[src/rtl/shiftreg_pkg.sv]
// Shared definitions for the universal shift register: mode encodings,
// FSM state type and small mode-decode helpers.
package shiftreg_pkg;

    // Mode encodings carried on the 2-bit mode input
    localparam logic [1:0] MODE_SHR = 2'b00;  // shift right, fill from sin
    localparam logic [1:0] MODE_SHL = 2'b01;  // shift left, fill from sin
    localparam logic [1:0] MODE_ROR = 2'b10;  // rotate right
    localparam logic [1:0] MODE_ROL = 2'b11;  // rotate left

    // Burst controller states
    typedef enum logic [1:0] {
        ST_IDLE  = 2'd0,
        ST_SHIFT = 2'd1,
        ST_DONE  = 2'd2
    } state_t;

    // True when the mode moves data towards the MSB
    function automatic logic mode_is_left(input logic [1:0] m);
        return (m == MODE_SHL) || (m == MODE_ROL);
    endfunction

    // True when the bit leaving the register re-enters at the other end
    function automatic logic mode_is_rotate(input logic [1:0] m);
        return (m == MODE_ROR) || (m == MODE_ROL);
    endfunction

endpackage : shiftreg_pkg

[src/rtl/shift_counter.sv]
// Loadable down-counter with clock enable. zero_o reports whether the count
// will be zero once the current edge is taken, which lets the controller
// leave SHIFT on the same edge as the final step.
module shift_counter #(
    parameter int COUNT_W = 3
) (
    input  logic               clk,
    input  logic               clear,
    input  logic               enable_i,
    input  logic               load_i,
    input  logic [COUNT_W-1:0] load_val_i,
    input  logic               dec_i,
    output logic               zero_o
);

    logic [COUNT_W-1:0] cnt_q;
    logic [COUNT_W-1:0] cnt_d;

    // Next count: load wins over decrement; decrement saturates at zero
    always_comb begin
        // NOTE: assign a default first so every path drives cnt_d and no latch is inferred.
        cnt_d = cnt_q;
        if (load_i) begin
            cnt_d = load_val_i;
        end else if (dec_i && (cnt_q != '0)) begin
            cnt_d = cnt_q - COUNT_W'(1);
        end
    end

    // Count register: synchronous clear, frozen while enable is low
    always_ff @(posedge clk) begin
        // NOTE: state uses non-blocking assignments so every flop samples pre-edge values.
        if (clear) begin
            cnt_q <= '0;
        end else if (enable_i) begin
            cnt_q <= cnt_d;
        end
    end

    assign zero_o = (cnt_d == '0);

endmodule : shift_counter

[src/rtl/shiftreg_universal.sv]
// Universal shift register: parallel load, counted shift/rotate bursts with
// serial in/out, busy/done handshake and a capture register for reads.
// Build option: define SHIFTREG_ROTATE_EN to enable rotate modes 10/11;
// without it those modes fall back to the plain shifts 00/01.
module shiftreg_universal
    import shiftreg_pkg::*;
#(
    parameter int WIDTH   = 4,
    parameter int COUNT_W = 3
) (
    input  logic               clk,
    input  logic               clear,
    input  logic               enable,
    input  logic               load,
    input  logic [WIDTH-1:0]   d,
    input  logic               start,
    input  logic [COUNT_W-1:0] count,
    input  logic [1:0]         mode,
    input  logic               sin,
    input  logic               read,
    output logic [WIDTH-1:0]   q,
    output logic               sout,
    output logic               busy,
    output logic               done
);

    state_t           state_q;
    logic [WIDTH-1:0] r_q;
    logic [WIDTH-1:0] q_q;
    logic             sout_q;
    logic [1:0]       mode_q;
    logic             busy_q;
    logic             done_q;

    logic [WIDTH-1:0] r_step_d;
    logic             sout_step_d;
    logic             fill_right;
    logic             fill_left;
    logic             cmd_window;
    logic             cnt_load;
    logic             cnt_dec;
    logic             cnt_zero;

    // Commands are only honoured outside a running burst
    assign cmd_window = (state_q != ST_SHIFT);
    assign cnt_load   = cmd_window && start && !load;
    assign cnt_dec    = (state_q == ST_SHIFT);

    shift_counter #(
        .COUNT_W (COUNT_W)
    ) u_counter (
        .clk        (clk),
        .clear      (clear),
        .enable_i   (enable),
        .load_i     (cnt_load),
        .load_val_i (count),
        .dec_i      (cnt_dec),
        .zero_o     (cnt_zero)
    );

    // One shift/rotate step of the data register using the latched mode
    always_comb begin
        fill_right = sin;
        fill_left  = sin;
`ifdef SHIFTREG_ROTATE_EN
        if (mode_is_rotate(mode_q)) begin
            fill_right = r_q[0];
            fill_left  = r_q[WIDTH-1];
        end
`endif
        if (mode_is_left(mode_q)) begin
            r_step_d    = {r_q[WIDTH-2:0], fill_left};
            sout_step_d = r_q[WIDTH-1];
        end else begin
            r_step_d    = {fill_right, r_q[WIDTH-1:1]};
            sout_step_d = r_q[0];
        end
    end

    // Burst controller and datapath registers, outputs registered with the state
    always_ff @(posedge clk) begin
        if (clear) begin
            state_q <= ST_IDLE;
            r_q     <= '0;
            q_q     <= '0;
            sout_q  <= 1'b0;
            mode_q  <= MODE_SHR;
            busy_q  <= 1'b0;
            done_q  <= 1'b0;
        end else if (enable) begin
            // Capture sees the register value from before this edge
            if (read) begin
                q_q <= r_q;
            end
            unique case (state_q)
                ST_IDLE, ST_DONE: begin
                    if (load) begin
                        r_q     <= d;
                        state_q <= ST_IDLE;
                        busy_q  <= 1'b0;
                        done_q  <= 1'b0;
                    end else if (start) begin
                        mode_q <= mode;
                        if (count != '0) begin
                            state_q <= ST_SHIFT;
                            busy_q  <= 1'b1;
                            done_q  <= 1'b0;
                        end else begin
                            state_q <= ST_DONE;
                            busy_q  <= 1'b0;
                            done_q  <= 1'b1;
                        end
                    end else begin
                        state_q <= ST_IDLE;
                        busy_q  <= 1'b0;
                        done_q  <= 1'b0;
                    end
                end
                ST_SHIFT: begin
                    r_q    <= r_step_d;
                    sout_q <= sout_step_d;
                    if (cnt_zero) begin
                        state_q <= ST_DONE;
                        busy_q  <= 1'b0;
                        done_q  <= 1'b1;
                    end
                end
                default: begin
                    state_q <= ST_IDLE;
                    busy_q  <= 1'b0;
                    done_q  <= 1'b0;
                end
            endcase
        end
    end

    assign q    = q_q;
    assign sout = sout_q;
    assign busy = busy_q;
    assign done = done_q;

endmodule : shiftreg_universal

[config.mk]
export PLATFORM = sky130hd
export DESIGN_NAME = shiftreg_universal
export DESIGN_NICKNAME = d
export VERILOG_FILES = /design/src/rtl/shiftreg_pkg.sv /design/src/rtl/shift_counter.sv /design/src/rtl/shiftreg_universal.sv
export SDC_FILE = /design/constraint.sdc
export NUM_CORES = 1
export LEC_CHECK = 0
export CELL_PAD_IN_SITES_DETAIL_PLACEMENT = 0
export CELL_PAD_IN_SITES_GLOBAL_PLACEMENT = 1
export CORE_ASPECT_RATIO = 0.9
export CORE_MARGIN = 8
export CORE_UTILIZATION = 34
export DETAILED_ROUTE_END_ITERATION = 8
export PLACE_DENSITY = 0.82
export SLEW_MARGIN = 0
export SYNTH_ARGS = -nofsm -noshare
export SYNTH_HDL_FRONTEND = slang
export SYNTH_SLANG_ARGS = --single-unit
[constraint.sdc]
create_clock -name clk -period 1.8 [get_ports clk]
set_input_delay 0.36 -clock clk [delete_from_list [all_inputs] [get_ports clk]]
set_output_delay 0.36 -clock clk [all_outputs]
set_load 0.02 [all_outputs]
==> run metrics <==
DRC 0; f_max 600 MHz; crit share post-route 0.925; syn_area_per_cell 8.46 um2; Inst Count DP 151; Setup Crit Path Kind flip-flop to flip-flop; status complete, no violations; minimum clock period 1.67 ns; Post-Syn Instances 104; Total Routed Length 2.09 mm; area of the multi-input gates 523 um2; leakage power 0.000377 uW; Post-DP HPWL 1.60 mm; Required @ worst endpoint 2.02 ns; Cell Count, Final, Fillers Out 155; met3 Usage GRT 0.0509; first-pass GRT wire length 3.62 mm; CTS tree yes; drt first pass iters 4; Syn Nets 122; CP Launch Type flip-flop; Starting Density 0.360; H-tree depth 1; gr ovfl total 0; vias in the first global route 850; post-route ant nets 0; setup violators final 0; Avg Vias per Cell 5.23; antenna violations before repair 0; synthesized area 880 um2; nets@finish 146; grt met2 use 0.166; port buffer count 21; RePlAce Congestion 0.821; power density cells 694 nW/um2; Iteration-0 DRC Markers 33; final hold violations 0; Hold/Removal Path Class flip-flop to flip-flop; Max VDD drop 560 uV; met1 Use GR 0.100; Die Ht 64.3 um; max-cap violations 0; gr busiest metal met2; largest fanout on the critical path 4; RSZ-0062 raised after global routing no; Sequential cell area 320 um2; CP endpoint kind flip-flop; Worst EP arrival 1.88 ns; Clock transition at path regs 0.10 ns; Slew Limit Headroom 0.727; register bit total from synthesis 16; library cells used by synthesis 33; site row count 17; Core Region 2450 um2; CTS root buf clkbuf_4; post_cts resized 0; latest clock arrival within the worst-skew pair 0.29 ns; CP bufs+invs 1; Fill cells 237; clock skew 0.00274 ns; worst-margin pin slew 0.409 ns; CP top delay family compound AO/OA/AOI/OAI gates; Global Route Usage Sum 0.0945; Area Growth Syn to Fin 32.6%; io pins 23; pin count of the biggest net entering global routing 14; CTS Buf Count 3; Vias 810; crit path cell chain inv_1 -> ha_1 -> nor4bb_1 -> o21ai_1 -> nand2_1 -> a311oi_2; die footprint 4470 um2; Clock Sinks 16; Post-Route Setup TNS 0 ns; Die Span X 69.6 um; final core occ 0.477; Clock Path Buffers 2; post-synthesis sequential area ratio 0.364; Yosys warnings 0; Avg WL per Cell 13.5 um; setup bufs post-CTS 0; slowest stage cell on the critical path dfxtp_1; diode count 0; Largest stage delay, worst path 0.40 ns; Slew Limit Fails 0; Hold-fix buffers, CTS 0; layout cells sized above 1 0.110
## power breakdown
part / leakage, uW / switching (uW) / total, uW / internal [uW]
Clock: 0.0000210 / 122 / 246 / 123
Sequential: 0.000130 / 18.5 / 390 / 372
Combinational: 0.000226 / 85.4 / 173 / 87.6
## layer usage
| layer | routed length (um) | vias to the layer above |
|---|---|---|
| met2 | 1010 | 22 |
| li1 | - | 427 |
| met4 | 7 | 0 |
| met3 | 143 | 2 |
| met5 | 0 | - |
| met1 | 932 | 359 |
## cell type report
| cell class | count | area share |
|---|---|---|
| clock buffer | 4 | 0.0311 |
| multi-input combinational | 79 | 0.448 |
| inverter | 3 | 0.00966 |
| sequential | 16 | 0.275 |
| tap | 28 | 0.0300 |
| timing repair buffer | 25 | 0.206 |
## stage by stage
step                worst slack [ns]  hold WS (ns)  instance area [um2]  total power (uW)
global route                 0.00753         0.478                 1170               855
floorplan                      0.337         0.469                  880               500
detailed placement            0.0842         0.451                 1130               570
CTS                            0.134         0.468                 1170               818
finish                         0.134         0.465                 1170               809
global placement              0.0998         0.449                 1130               567
## state kept, by name, summed over array words and instances, names as in the netlist
name and flops:
u_counter.cnt_q 3, busy 1, q 4, sout 1
state_q 2, mode_q 1, r_q 4
## worst register-to-register path, delay by kind of cell, from the launching register on
kind | cells | cell delay (ns)
adder cells (fa/ha/maj) | 1 | 0.36
AND/OR/NAND/NOR | 2 | 0.26
AO/OA/AOI/OAI | 2 | 0.46
flip-flops | 1 | 0.40
buffers and inverters | 1 | 0.11
## path summary, 6_finish.rpt
path              cells past startpoint                 endpoint  slack, ns                       startpoint
setup reg to reg                      6  state_q[0]$_SDFFE_PP0P_       0.13  u_counter.cnt_q[0]$_SDFFE_PP0P_
hold reg to reg                       2        q[0]$_SDFFE_PP0P_       0.46                q[0]$_SDFFE_PP0P_
setup / recovery                      6  state_q[0]$_SDFFE_PP0P_       0.13  u_counter.cnt_q[0]$_SDFFE_PP0P_
hold / removal                        2        q[0]$_SDFFE_PP0P_       0.46                q[0]$_SDFFE_PP0P_
## synth_stat cells, drive strengths merged
| cell type | count | share of area |
|---|---|---|
| a21boi | 2 | 0.021 |
| a21oi | 14 | 0.084 |
| a221oi | 1 | 0.010 |
| a22oi | 1 | 0.0085 |
| a311oi | 2 | 0.027 |
| a32oi | 1 | 0.010 |
| a41oi | 1 | 0.018 |
| and2b | 1 | 0.0085 |
| buf | 2 | 0.011 |
| clkbuf | 4 | 0.017 |
| dfxtp | 16 | 0.36 |
| ha | 2 | 0.028 |
| inv | 3 | 0.013 |
| mux2i | 6 | 0.068 |
| nand2 | 12 | 0.051 |
| nand2b | 9 | 0.067 |
| nand3 | 5 | 0.028 |
| nor2 | 6 | 0.026 |
| nor2b | 1 | 0.0071 |
| nor3b | 2 | 0.023 |
| nor4 | 1 | 0.0071 |
| nor4bb | 1 | 0.011 |
| o211ai | 4 | 0.034 |
| o21ai | 2 | 0.011 |
| o22ai | 1 | 0.0071 |
| o2bb2ai | 2 | 0.020 |
| o32ai | 1 | 0.010 |
| or3 | 1 | 0.0071 |
## layout by cell type, fill, tap and decap left out, types with 2 or more instances in the layout
master and n:
a21oi_1 13, inv_1 3, o211ai_1 4, buf_4 4
o2bb2ai_1 2, o21ai_1 2, clkdlybuf4s50_1 21, dfxtp_1 16
nand2b_1 8, nor2_1 6, clkbuf_4 3, ha_1 2
nand3_1 5, nand2_1 12, mux2i_1 6
## kinds of logic (layout without fill, tap and decap cells)
logic type,Yosys count,count (layout),synth area share
AO/OA/AOI/OAI,32,32,0.262
buffers and inverters,9,32,0.0412
flip-flops,16,16,0.364
multiplexers,6,6,0.0683
AND/OR/NAND/NOR,39,39,0.236
adder cells (fa/ha/maj),2,2,0.0284
(Power assumes the default switching activity.)
